--- src/rtl/serial_byte_tx_pkg.sv ---
// rtl/serial_byte_tx_pkg.sv - shared state encoding, line levels and sizing helper for serial_byte_tx
package tx_pkg;

    typedef enum logic [2:0] {
        IDLE   = 3'd0,
        START  = 3'd1,
        DATA   = 3'd2,
        PARITY = 3'd3,
        STOP   = 3'd4
    } state_t;

    localparam logic TX_IDLE   = 1'b1;
    localparam logic START_BIT = 1'b0;
    localparam logic STOP_BIT  = 1'b1;

    // Counter width that never collapses to zero bits for tiny ranges.
    function automatic int cnt_width(input int n);
        return (n <= 1) ? 1 : $clog2(n);
    endfunction

endpackage

--- src/rtl/serial_byte_tx_baud_tick_gen.sv ---
// rtl/serial_byte_tx_baud_tick_gen.sv - DIV-cycle bit timer; tick marks the last cycle of each serial bit
module baud_tick_gen
    import tx_pkg::*;
#(
    parameter int DIV = 4
) (
    input  logic clk,
    input  logic rst,
    input  logic restart,
    output logic tick
);

    generate
        if (DIV == 1) begin : g_div1
            logic unused_inputs;
            assign unused_inputs = ^{clk, rst, restart};
            assign tick = 1'b1;
        end else begin : g_divn
            localparam int CW = cnt_width(DIV);
            localparam logic [CW-1:0] LAST = CW'(DIV - 1);

            logic [CW-1:0] cnt;

            always_ff @(posedge clk or posedge rst) begin
                if (rst) begin
                    cnt <= '0;
                end else if (restart || cnt == LAST) begin
                    cnt <= '0;
                end else begin
                    cnt <= cnt + CW'(1);
                end
            end

            assign tick = (cnt == LAST);
        end
    endgenerate

endmodule

--- src/rtl/serial_byte_tx.sv ---
// rtl/serial_byte_tx.sv - parallel-in/serial-out frame transmitter: start, LSB-first data, optional even parity, stop
module serial_byte_tx
    import tx_pkg::*;
#(
    parameter int WIDTH     = 8,
    parameter int DIV       = 4,
    parameter int PARITY_EN = 1
) (
    input  logic             clk,
    input  logic             rst,
    input  logic [WIDTH-1:0] data_in,
    input  logic             load,
    output logic             ready,
    output logic             busy,
    output logic             tx,
    output logic             done
);

    localparam int BCW = $clog2(WIDTH + 1);
    localparam logic [BCW-1:0] LAST_BIT = BCW'(WIDTH - 1);

    state_t           state;
    state_t           state_nxt;
    logic [WIDTH-1:0] shift_q;
    logic [WIDTH-1:0] shift_d;
    logic [BCW-1:0]   bit_cnt;
    logic             parity_q;
    logic             tick;
    logic             accept;
    logic             tx_d;

    assign accept = load && ready;

    baud_tick_gen #(.DIV(DIV)) u_tick (
        .clk     (clk),
        .rst     (rst),
        .restart (accept),
        .tick    (tick)
    );

    always_ff @(posedge clk or posedge rst) begin
        if (rst) begin
            state <= IDLE;
        end else begin
            state <= state_nxt;
        end
    end

    always_comb begin
        state_nxt = state;
        case (state)
            IDLE:    if (accept) state_nxt = START;
            START:   if (tick) state_nxt = DATA;
            DATA:    if (tick && bit_cnt == LAST_BIT)
                         state_nxt = (PARITY_EN != 0) ? PARITY : STOP;
            PARITY:  if (tick) state_nxt = STOP;
            // The last stop cycle doubles as the idle cycle so a waiting load starts the next frame gap-free.
            STOP:    if (tick) state_nxt = accept ? START : IDLE;
            default: state_nxt = IDLE;
        endcase
    end

    always_comb begin
        ready   = (state == IDLE) || (state == STOP && tick);
        busy    = ~ready;
        done    = (state == STOP) && tick;
        shift_d = shift_q;
        if (accept) begin
            shift_d = data_in;
        end else if (state == DATA && tick) begin
            shift_d = shift_q >> 1;
        end
        // tx is registered from the upcoming state so the line changes on the same edge as the FSM.
        case (state_nxt)
            START:   tx_d = START_BIT;
            DATA:    tx_d = shift_d[0];
            PARITY:  tx_d = parity_q;
            STOP:    tx_d = STOP_BIT;
            default: tx_d = TX_IDLE;
        endcase
    end

    always_ff @(posedge clk or posedge rst) begin
        if (rst) begin
            shift_q  <= '0;
            bit_cnt  <= '0;
            parity_q <= 1'b0;
            tx       <= TX_IDLE;
        end else begin
            shift_q <= shift_d;
            tx      <= tx_d;
            if (accept) begin
                bit_cnt  <= '0;
                parity_q <= (PARITY_EN != 0) ? ^data_in : 1'b0;
            end else if (state == DATA && tick) begin
                bit_cnt <= bit_cnt + BCW'(1);
            end
        end
    end

endmodule

--- config.mk ---
export PLATFORM = sky130hd
export DESIGN_NAME = serial_byte_tx
export DESIGN_NICKNAME = d
export VERILOG_FILES = /design/src/rtl/serial_byte_tx_pkg.sv /design/src/rtl/serial_byte_tx_baud_tick_gen.sv /design/src/rtl/serial_byte_tx.sv
export SDC_FILE = /design/constraint.sdc
export NUM_CORES = 1
export LEC_CHECK = 0
export BUFFER_PORTS_ARGS = -buffer_cell sky130_fd_sc_hd__buf_2
export CELL_PAD_IN_SITES_DETAIL_PLACEMENT = 1
export CELL_PAD_IN_SITES_GLOBAL_PLACEMENT = 1
export CORE_UTILIZATION = 43
export DETAILED_ROUTE_END_ITERATION = 6
export MAX_ROUTING_LAYER = met4
export PLACE_DENSITY_LB_ADDON = 0.1
export SLEW_MARGIN = 40
export SYNTH_ARGS = -nofsm -noshare
export SYNTH_HDL_FRONTEND = slang
export SYNTH_SLANG_ARGS = --single-unit
--- constraint.sdc ---
create_clock -name clk -period 2.2 [get_ports clk]
set_clock_uncertainty 0.1 [all_clocks]
set_input_delay 0.44 -clock clk [delete_from_list [all_inputs] [get_ports clk]]
set_output_delay 0.44 -clock clk [all_outputs]
set_load 0.05 [all_outputs]
* Yosys cells after proc, flatten, opt, wreduce, memory -nomap -nowiden
Cells that the tools add are included.
Widths: inputs -> output; s select.
** Word-level totals
- Register bits after elaboration :: 19
- Bits in latches :: 0
- Memory bits (writable) :: 0
- ROM bits :: 0
- Input bits :: 11
- Output and inout bits :: 4
- Memories :: 0
** Cells by class
- $add $sub $neg :: 2
- $mul :: 0
- Divide/modulo/power cells :: 0
- Order comparisons :: 0
- Equality and inequality tests :: 9
- Shifts and indexed selects :: 0
- Muxes and demuxes :: 13
- Bitwise operators :: 1
- Reductions and logical operators :: 9
** Operators by type and width (count)
- $mux 8 :: 2
- $mux 3 :: 5
- $pmux 3 s5 :: 1
- $eq 3x2->1 const B :: 4
- $mux 4 :: 2
- $reduce_xor 8->1 :: 1
- $eq 3x1->1 const B :: 2
- $add 4x1->4 const B :: 1
- $eq 4x3->1 const B :: 1
- $logic_and 1x1->1 :: 4
- $eq 3x3->1 const B :: 1
- $logic_not 3->1 :: 1
- $pmux 1 s3 :: 1
- $add 2x1->2 const B :: 1
- $eq 2x2->1 const B :: 1
- $logic_or 1x1->1 :: 2
- $mux 2 :: 1
- $reduce_bool 2->1 :: 1
- $mux 1 :: 1
- $not 1->1 :: 1

* Depth between registers and ports, before layout
Gate-level depths: netlist of run 1.
- Depth in word-level cells :: 9
- Gate-level depth with buffers :: 7

* Modules after synthesis
From an unflattened synthesis of run 1, not the netlist that was laid out.
** Unflattened totals
- Cells, all modules :: 93
- Area total of the unflattened synthesis :: 960.9 um2
** Modules (own cells, without submodules)
- serial_byte_tx :: times used 1, cells an instance 87, area an instance 872.1 um2, seq. area each 426.7 um2
- baud_tick_gen :: times used 1, cells an instance 6, area an instance 88.8 um2, seq. area each 50.0 um2

* Worst setup path after synthesis of run 1
OpenSTA, ideal clock, no wires.
- Path type :: reg-to-output
- From :: reg u_tick.g_divn.cnt[0]
- To :: out busy
- Data arrival time :: 1.377 ns
- Slack :: 0.283 ns
- Stages on the path, launching flop included :: 5
- Cells stage by stage :: dfrtp_1 > ha_1 > nand2b_4 > and2_2 > inv_1
** On the way
- Word-level cells in the longest chain between the ends :: 4
** RTL lines
- start, declared :: line serial_byte_tx_baud_tick_gen.sv:22 : logic [CW-1:0] cnt;
- start signal, assigned :: line serial_byte_tx_baud_tick_gen.sv:30 : cnt <= cnt + CW'(1);
- $eq 2x2->1 :: line serial_byte_tx_baud_tick_gen.sv:34 : assign tick = (cnt == LAST);
- $logic_and 1x1->1 :: line serial_byte_tx.sv:64 : ready = (state == IDLE) || (state == STOP && tick);
- $logic_or 1x1->1 :: line serial_byte_tx.sv:64
- via ready :: line serial_byte_tx.sv:13 : output logic ready,
- $not 1->1 :: line serial_byte_tx.sv:65 : busy = ~ready;
- end, declared :: line serial_byte_tx.sv:14 : output logic busy,
The timed path passes the listed nets, and every way through them passes these cells.

* Worst setup path after layout of run 1
- From :: reg u_tick.g_divn.cnt[0]
- To :: out busy
** On the way
- Word-level cells in the longest chain between the ends :: 4
** RTL lines (line)
- $eq 2x2->1 :: serial_byte_tx_baud_tick_gen.sv:34
- $logic_and 1x1->1 :: serial_byte_tx.sv:64
- $logic_or 1x1->1 :: serial_byte_tx.sv:64
- $not 1->1 :: serial_byte_tx.sv:65
No other way between the ends.

==> results of run 1 <==
==> registers in the layout, summed over array words and instances (netlist names) <==
signal             count
tx                     1
u_tick.g_divn.cnt      2
bit_cnt                4
state                  3
parity_q               1
shift_q                8
==> power by group <==
group	internal, mW	leakage, nW	total (mW)	switching (mW)
Sequential	0.373	0.239	0.386	0.0127
Clock	0.0705	0.0150	0.179	0.108
Combinational	0.0487	0.273	0.100	0.0518
Total	0.492	0.527	0.665	0.173
==> cell usage in the layout (no fill, tap or decap), types with 2 or more instances in the layout <==
cell type / synthesis / layout
dfrtp_1: 18 / 18
xor2_1: 2 / 2
a21o_1: 6 / 6
buf_2: 0 / 13
nor2_1: 6 / 6
and3_2: 2 / 2
clkbuf_4: 0 / 4
mux2i_1: 2 / 2
nand2_1: 6 / 6
and2_1: 2 / 2
xnor2_1: 9 / 9
a22o_2: 5 / 5
inv_1: 4 / 3
==> through the flow <==
step	instances	total power, mW	utilization (%)	setup slack (ns)
final	131	0.665	50.4	0.134
after CTS	131	0.673	50.1	0.0216
after global placement	127	0.491	48.9	0.362
after global routing	131	0.697	50.4	0.0697
after detailed placement	127	0.494	48.9	0.291
after floorplan	87	0.465	-	0.283
==> cell type report <==
cell class | instances | area, µm² | share of cell area (%)
flip-flops and latches | 19 | 477 | 43.2
repair buffers | 15 | 80.1 | 7.26
clock buffers | 4 | 26.3 | 2.38
well taps | 28 | 35.0 | 3.17
inverters | 4 | 15.0 | 1.36
multi-input cells | 61 | 470 | 42.6
==> routing by layer <==
layer | track usage (%) | share of wire [%]
met1 | 20.2 | 48
met2 | 29.7 | 48
met3 | 3.09 | 2.5
met4 | 10.0 | 1.3
met5 | - | 0
==> critical path: cells and delay by family, from the launching register on <==
family	cells	cell delay, ns
flip-flops	1	0.41
buffers and inverters	2	0.26
AND/OR/NAND/NOR	2	0.33
adder cells (fa/ha/maj)	1	0.23
==> kinds of logic after synthesis <==
| family | count (synthesis) | share of synthesized area (%) |
|---|---|---|
| AO/OA/AOI/OAI | 18 | 15.7 |
| XOR/XNOR | 11 | 9.74 |
| adder cells (fa/ha/maj) | 2 | 2.53 |
| buffers and inverters | 7 | 4.55 |
| flip-flops | 19 | 48.2 |
| multiplexers | 2 | 2.02 |
| AND/OR/NAND/NOR | 28 | 17.3 |
==> path summary, 6_finish.rpt <==
kind                       slack [ns]                  from              endpoint
max in group asynchronous        1.60                   rst                    tx
min in group clk                 0.30            data_in[7]            shift_q[7]
max reg2reg                      0.35  u_tick.g_divn.cnt[0]            shift_q[5]
max                              0.13  u_tick.g_divn.cnt[0]                  busy
min reg2reg                      0.37  u_tick.g_divn.cnt[0]  u_tick.g_divn.cnt[0]
min                              0.05                   rst  u_tick.g_divn.cnt[1]
==> summary.md, run 1 <==
| Metric | Value |
|---|---|
| Outcome | completed |
| Worst VDD drop | 436 µV |
| FF-to-FF path depth | 6 |
| Port Buf Inserts | 14 |
| Worst stage delay on the critical path | 0.41 ns |
| Via count | between 600 and 700 |
| Count of cell types in the netlist | 34 |
| CTS Buffer Depth | 2 |
| Setup tns final | 0 ns |
| Hold/Removal Path Class | primary input to async pin |
| Clock transition at the registers of the reported paths | 0.11 ns |
| Yosys warns | 0 |
| Crit Path Max Fanout | 6 |
| Worst Setup End Kind | primary output |
| I/O pins | 15 |
| Flip-flop and latch count after synthesis | 19 |
| Post-route ant nets | 0 |
| Residual DRC | 0 |
| Fin crit share | a little over nine tenths |
| Synth cell count leaders | dfrtp_1 (18), xnor2_1 (9), a21o_1 (6), nand2_1 (6), nor2_1 (6) |
| Max Fclk | just under 500 MHz |
| Chip width | 50.0 µm |
| DR iter-0 viols | 5 |
| Largest net degree at the start of global routing | 20 |
| Core Area | between 2000 and 2500 µm² |
| PwrDens | between 600 and 700 nW/µm² |
| Data arrival, critical path | roughly 1.5 ns |
| Number of flops mapped to enable cells by yosys | 0 |
| Die Ht | 50.0 µm |
| Final net count | around 120 |
| # hold bufs at CTS | 0 |
| WL final | ~1800 µm |
| Leak Pwr | roughly 0.53 nW |
| Die ar. | approximately 2500 µm² |
| Drt pass-1 iters | 4 |
| Slew Limit Fails | 0 |
| Clk root buf | clkbuf_4 |
| Sequential area share after synthesis | 48.2% |
| Async SR Flop Fraction | 100% |
| WHS | 0.0469 ns |
| Worst-Skew Late Latency | ~0.29 ns |
| Initial core utilization | 45.2% |
| Routed length per instance | around 14 µm |
| Clock Sink Count | 19 |
| H-tree levels | 1 |
| Unrepaired setup endpoints after global routing | false |
| Vias in the first global route | between 700 and 800 |
| Final setup fails | 0 |
| Cts repair resizes | 0 |
| CP cell instances | ha_2, nand2b_4, and2_2, inv_1, clkbuf_4 |
| Net count after synthesis | 100 |
| Crit Path Class | flip-flop to primary output |
| CTS tree | done |
| Fillers | around 250 |
| Slowest-stage cell, CP | dfrtp_1 |
| Placer Congestion | 0.730 |
| Largest area contributor in the netlist | dfrtp_1 |
| First-pass GRT wire length | 3200 µm |
| Period minus WS final | between 2 and 2.5 ns |
| Antenna diodes | 0 |
| Least-Margin Pin Slew | 0.689 ns |
| Num CTS Buffers | 3 |
| Relative slew margins | 53.8% |
| Share of cells above drive strength 1 | about a third |
| Worst EP required | 1.66 ns |
| Most common cell in the synthesized netlist | dfrtp_1 |
| Worst setup SP type | flip-flop |
| Core Rows | 17 |
| Post-DP HPWL | ~1400 µm |
| Fin area | 1100 µm² |
| Initial antenna violation count | 0 |
| Post-Synthesis Cell Area | about 990 µm² |
| Main synth FF type | dfrtp_1 |
| Total grt overflow | 0 |
| Max-cap viol count | 0 |
| Area contributors post-synth | dfrtp_1 (46%), xnor2_1 (8.0%), a22o_2 (5.1%) |
| Syn avg cell area | approximately 11 µm² |
| Area share of the largest cell type after synthesis | ~46% |
| Synthesis-to-layout area growth | 11.5% |
| Final hold viol count | 0 |
| Post-CTS Setup Inserts | 0 |
| Vias per cell | ~5.2 |
| Post-DP Area | ~1100 µm² |
| Gr usage total | between 10% and 20% |
| Synth Instances | between 80 and 90 |
(Power assumes the default switching activity.)
==> run 2: changes to the inputs <==
--- a/config.mk
+++ b/config.mk
@@ -5,10 +5,11 @@
 export SDC_FILE = /design/constraint.sdc
 export NUM_CORES = 1
 export LEC_CHECK = 0
+export ABC_AREA = 1
 export BUFFER_PORTS_ARGS = -buffer_cell sky130_fd_sc_hd__buf_2
 export CELL_PAD_IN_SITES_DETAIL_PLACEMENT = 1
 export CELL_PAD_IN_SITES_GLOBAL_PLACEMENT = 1
-export CORE_UTILIZATION = 43
+export CORE_UTILIZATION = 42
 export DETAILED_ROUTE_END_ITERATION = 6
 export MAX_ROUTING_LAYER = met4
 export PLACE_DENSITY_LB_ADDON = 0.1
==> run 2 against run 1 <==
  * The flow now finishes with violations (hold timing)
  * Design area increased by 9.9%
  * Wire length increased by 37%
  * Sequential power increased by 57%
  * Worst hold slack got worse by 0.048 ns
  * First-iteration DRC count increased by 100%
  * Via count increased by 33%
  * Global-route usage increased by 3.1 points
  * Synthesized cell count increased by 52%
  * Area after synthesis increased by 13%
  * Utilization decreased by 1.9 points
  * Sequential cell count unchanged
==> summary.md, run 2 <==
| Metric | Value |
|---|---|
| WHS | -0.00117 ns |
| Chip width | between 50 and 60 µm |
| Final setup fails | 0 |
| Post-DP HPWL | 1950 µm |
| Share of cells above drive strength 1 | 24.0% |
| Unrepaired setup endpoints after global routing | false |
| Finished Core Util | between 40% and 50% |
| Core Rows | 18 |
| Via count | 917 |
| Worst Setup End Kind | primary output |
| Count of cell types in the netlist | 24 |
| Sequential area share after synthesis | a little over two fifths |
| Most common cell after layout, fill and taps aside | nand2_1 |
| Drt pass-1 iters | 3 |
| Worst EP required | 1.66 ns |
| Final net count | 160 |
| Crit Path Class | flip-flop to primary output |
| Vias in the first global route | 975 |
| Reg2reg end | bit_cnt[3] |
| Post-route ant nets | 0 |
| Die ar. | around 2900 µm² |
| Most common cell in the synthesized netlist | nand2_1 |
| H-tree levels | 1 |
| Outcome | complete, but fails checks |
| Core Area | about 2500 µm² |
| Gr usage total | a little over a fifth |
| Least-Margin Pin Slew | 0.395 ns |
| Total grt overflow | 0 |
| Post-route insts no fill | 176 |
| DR iter-0 viols | 10 |
| Dpl cells | around 170 |
| WL final | 2470 µm |
| Clock transition at the registers of the reported paths | 0.12 ns |
| R2R Path Start | u_tick.g_divn.cnt[0] |
| Leak Pwr | about 0.63 nW |
| I/O pins | 15 |
| Port Buf Inserts | 14 |
| Final hold viol count | 1 |
| Area contributors post-synth | dfrtp_1 (40%), nand2_1 (13%), nand3_1 (7.6%) |
| First-pass GRT wire length | between 4000 and 5000 µm |
| Relative slew margins | between 70% and 80% |
| Main synth FF type | dfrtp_1 |
| FF-to-FF path depth | 9 |
| Die Ht | 53.6 µm |
| PwrDens | 1220 nW/µm² |
| Initial antenna violation count | 0 |
| Placer Congestion | 0.787 |
| Synth cell count leaders | nand2_1 (39), dfrtp_1 (18), nand3_1 (17) |
| Worst stage delay on the critical path | 0.40 ns |
| Residual DRC | 0 |
| Max Fclk | roughly 500 MHz |
| Antenna diodes | 0 |
| Overall Power | 1.48 mW |
| Flip-flop and latch count after synthesis | 19 |
| Worst setup SP type | flip-flop |
| Worst VDD drop | between 600 and 700 µV |
| Post-CTS Setup Inserts | 0 |
| Fin crit share | 92.0% |
| Clock Sink Count | 19 |
| Post-Synthesis Cell Area | around 1100 µm² |
| Crit Path Max Fanout | 9 |
| Top flop regs | shift_q: 8 flops, bit_cnt: 4 flops, state: 3 flops |
| Synth Instances | 132 |
| Initial core utilization | roughly 45% |
| Period minus WS final | a little over 2 ns |
| Async SR Flop Fraction | 100% |
| CTS tree | done |
| Worst-Skew Late Latency | about 0.31 ns |
| Number of flops mapped to enable cells by yosys | 0 |
| Synthesis-to-layout area growth | 8.51% |
| Largest net degree at the start of global routing | 20 |
| Max reg flops | 8 |
| Yosys warns | 0 |
| Max-cap viol count | 0 |
| Setup tns final | 0 ns |
| CP cell instances | ha_2, o21ai_4, inv_2, buf_2 |
| Most frequent cells in the layout | nand2_1 (39), dfrtp_1 (18), nand3_1 (17) |
| CTS Buffer Depth | 2 |
| Top reg by flops | shift_q |
| Vias per cell | about 5.2 |
| Data arrival, critical path | ~1.5 ns |
| Reg2reg setup slack | 0.45 ns |
| Syn avg cell area | around 8.5 µm² |
| Net count after synthesis | 145 |
| Failing checks | hold timing |
| Num CTS Buffers | 3 |
| Clk root buf | clkbuf_4 |
| Slowest-stage cell, CP | dfrtp_1 |
| Largest area contributor in the netlist | dfrtp_1 |
| Slew Limit Fails | 0 |
| Routed length per instance | 14.0 µm |
| Area share of the largest cell type after synthesis | about two fifths |
| Hold/Removal Path Class | primary input to async pin |
==> run 2: kinds of logic (layout without fill, tap and decap cells) <==
| family | count (synthesis) | after routing | share of synthesized area, % |
|---|---|---|---|
| AO/OA/AOI/OAI | 13 | 13 | 9.07 |
| XOR/XNOR | 10 | 10 | 7.84 |
| adder cells (fa/ha/maj) | 2 | 2 | 2.24 |
| buffers and inverters | 15 | 29 | 7.84 |
| flip-flops | 19 | 19 | 42.7 |
| AND/OR/NAND/NOR | 73 | 73 | 30.3 |
==> run 2: worst max path at each step <==
| stage | from | end | slack [ns] |
|---|---|---|---|
| after floorplan | u_tick.g_divn.cnt[0] | bit_cnt[2] | 0.31 |
| after global placement | u_tick.g_divn.cnt[0] | busy | 0.44 |
| after detailed placement | u_tick.g_divn.cnt[0] | bit_cnt[3] | 0.35 |
| after CTS | u_tick.g_divn.cnt[0] | busy | 0.07 |
| after global routing | u_tick.g_divn.cnt[0] | ready | 0.09 |
| final | u_tick.g_divn.cnt[0] | ready | 0.18 |
==> run 2: area by class of cell <==
cell class                      instances  area (µm²)
Sequential cell                        19         477
Multi-Input combinational cell         98         556
Clock buffer                            3        22.5
Tap cell                               30        37.5
Clock inverter                          1        5.00
Timing Repair Buffer                   14        72.6
Fill cell                             328        1290
Inverter                               11        42.5
==> run 2: what timing repair did <==
action,CTS,global route
setup endpoints to repair,0,2
hold buffers,0,0
resized for setup,0,2
==> run 2: metal layers <==
metal / GRT usage, % / wire length [µm]
met5: - / 0
met4: 7.89 / 37
met3: 3.39 / 58
met2: 37.3 / 1250
met1: 23.6 / 1130
==> run 2: worst max-delay path: cells and delay by family (launching register included) <==
kind,cells,cell delay [ns]
flops,1,0.40
buf+inv,2,0.29
compound gates,1,0.22
fa+ha+maj,1,0.26
==> run 2: power breakdown <==
part           switching [mW]  internal (mW)  total (mW)  leakage [nW]
clock network           0.117         0.0679       0.185        0.0177
logic                   0.471          0.224       0.695         0.373
registers               0.110          0.496       0.605         0.241
==> run 2: through the flow <==
stage	setup WS, ns	area, µm²
global route	0.0891	1210
global placement	0.440	1180
CTS	0.0664	1210
finish	0.177	1210
detailed placement	0.351	1180
floorplan	0.306	1120
==> run 3: changes to the inputs <==
--- a/config.mk
+++ b/config.mk
@@ -6,11 +6,11 @@
 export NUM_CORES = 1
 export LEC_CHECK = 0
 export ABC_AREA = 1
-export BUFFER_PORTS_ARGS = -buffer_cell sky130_fd_sc_hd__buf_2
 export CELL_PAD_IN_SITES_DETAIL_PLACEMENT = 1
 export CELL_PAD_IN_SITES_GLOBAL_PLACEMENT = 1
-export CORE_UTILIZATION = 42
+export CORE_UTILIZATION = 46
 export DETAILED_ROUTE_END_ITERATION = 6
+export DONT_BUFFER_PORTS = 1
 export MAX_ROUTING_LAYER = met4
 export PLACE_DENSITY_LB_ADDON = 0.1
 export SLEW_MARGIN = 40
==> run 3 against run 2 <==
  * The flow now finishes without violations
  * Critical path depth is the same
  * Worst hold slack gained 0.15 ns
  * First-iteration DRC count shrank 70%
  * Maximum frequency shrank 2.6%
  * Design area shrank 4.3%
  * Die area shrank 8.4%
  * Wire length shrank 7.8%
  * Global-route usage grew 1.4 points
  * Combinational power shrank 10%
  * Via count shrank 4.7%
  * Worst setup slack lost 0.054 ns
==> summary.md, run 3 (same netlist as run 2, synthesis figures left out) <==
| Metric | Value |
|---|---|
| Outcome | completed |
| Core Area | ~2300 µm² |
| CTS tree | done |
| Hold endpoint | shift_q[7] |
| Fin crit share | between 90 and 100% |
| Post-DP Area | about 1100 µm² |
| Slowest-stage cell, CP | dfrtp_1 |
| Placer Congestion | 0.843 |
| Via count | between 800 and 900 |
| Hold Crit Start | data_in[7] |
| Reg2reg end | shift_q[1] |
| Setup WS pre-CTS | 0.369 ns |
| Chip width | between 50 and 60 µm |
| Die Ht | 51.3 µm |
| Worst setup SP type | flip-flop |
| Total grt overflow | 0 |
| Leak Pwr | 0.587 nW |
| Data arrival, critical path | about 1.5 ns |
| Die ar. | roughly 2600 µm² |
| Reg2reg setup slack | 0.38 ns |
| Most common cell after layout, fill and taps aside | nand2_1 |
| Relative slew margins | a little over half |
| H-tree levels | 1 |
| Worst VDD drop | between 600 and 700 µV |
| Residual DRC | 0 |
| Largest net degree at the start of global routing | 20 |
| Vias per cell | 5.36 |
| Hold-critical path depth | 2 |
| Setup tns final | 0 ns |
| Initial core utilization | between 40 and 50% |
| FF-to-FF path depth | 7 |
| R2R Path Start | u_tick.g_divn.cnt[0] |
| Share of cells above drive strength 1 | between 10% and 20% |
| Period minus WS final | a little over 2 ns |
| Crit Path Class | flip-flop to primary output |
| Vias in the first global route | approximately 900 |
| Least-Margin Pin Slew | between 0.6 and 0.7 ns |
| Clock Sink Count | 19 |
| Max Fclk | between 400 and 500 MHz |
| Cts repair resizes | 0 |
| Antenna diodes | 0 |
| Drt pass-1 iters | 4 |
| Port Buf Inserts | 0 |
| Slew Limit Fails | 0 |
| WL final | about 2300 µm |
| Max-cap viol count | 0 |
| DR iter-0 viols | 3 |
| Top flop regs | shift_q: 8 flops, bit_cnt: 4 flops, state: 3 flops |
| Worst-Skew Late Latency | about 0.30 ns |
| Worst stage delay on the critical path | 0.40 ns |
| Post-DP HPWL | approximately 1800 µm |
| Gr usage total | around 22% |
| Worst EP required | approximately 1.7 ns |
| CTS Buffer Depth | 2 |
| Hold/Removal Path Class | primary input to flip-flop |
| Final hold viol count | 0 |
| Final WS setup | ~0.12 ns |
| Final setup fails | 0 |
| Worst Setup End Kind | primary output |
| Clock transition at the registers of the reported paths | about 0.11 ns |
| Clk root buf | clkbuf_4 |
| Most frequent cells in the layout | nand2_1 (39), dfrtp_1 (18), nand3_1 (17) |
| Overall Power | between 1 and 1.5 mW |
| Post-route ant nets | 0 |
| I/O pins | 15 |
| Top reg by flops | shift_q |
| CP cell instances | ha_1, o21ai_4, inv_2, buf_4 |
| Crit Path Max Fanout | 9 |
| Routed length per instance | between 10 and 15 µm |
| Fin area | between 1000 and 1500 µm² |
| Initial antenna violation count | 0 |
| Core Rows | 17 |
| PwrDens | 1250 nW/µm² |
| Synthesis-to-layout area growth | 3.81% |
| Max reg flops | 8 |
| Unrepaired setup endpoints after global routing | false |
| Final net count | between 100 and 150 |
| Num CTS Buffers | 3 |
| First-pass GRT wire length | just over 4000 µm |
## run 3: changes by cell type in the layout (fill, tap and decap cells not counted), sizes merged
cell	delta
buf	-11
clkinv	+1
dlygate4sd3	+1
inv	-1
clkbuf	-1
## run 3: timing repair
item	CTS	global route
hold buffers	0	1
setup buffers	0	0
endpoints found under the hold margin	0	18
## run 3: layout make-up
cell class | instances | area [µm²]
multi-input cells | 98 | 553
clock inverters | 1 | 5.00
fillers | 291 | 1090
inverters | 11 | 42.5
repair buffers | 3 | 25.0
well taps | 28 | 35.0
flip-flops and latches | 19 | 477
clock buffers | 3 | 22.5
## run 3: worst max-delay path, delay by kind of cell (launching register included)
family                     cells  cell delay [ns]
AOI/OAI and AO/OA              1             0.25
adders and majority gates      1             0.33
buffers and inverters          2             0.25
DFF                            1             0.40
## run 3: report_power, final
part           switching, mW  total (mW)  internal [mW]
clock                  0.112       0.180         0.0678
combinational          0.407       0.623          0.216
sequential             0.151       0.649          0.498
## run 3: per-stage QoR
stage / utilization (%) / cells / hold WS, ns
finish: 51.4 / 163 / 0.148
global route: 51.4 / 163 / 0.155
CTS: 51.0 / 162 / 0.0619
detailed placement: 49.8 / 158 / 0.349
global placement: 49.8 / 158 / 0.324
floorplan: - / 132 / 0.290
## run 3: worst max path at each step
stage,from,to,slack (ns),depth (start not counted)
floorplan,u_tick.g_divn.cnt[0],bit_cnt[2],0.31,8
global placement,u_tick.g_divn.cnt[0],bit_cnt[3],0.45,8
detailed placement,u_tick.g_divn.cnt[0],shift_q[1],0.37,7
CTS,u_tick.g_divn.cnt[0],ready,0.09,4
global route,u_tick.g_divn.cnt[0],done,0.02,3
finish,u_tick.g_divn.cnt[0],ready,0.12,4
## run 3: per-layer routing
| layer | wire, µm | GRT usage, % | share of wire, % |
|---|---|---|---|
| met3 | 71 | 3.27 | 3.1 |
| met5 | 0 | - | 0 |
| met4 | 33 | 9.46 | 1.5 |
| met2 | 1160 | 38.8 | 51 |
| met1 | 1010 | 25.8 | 45 |
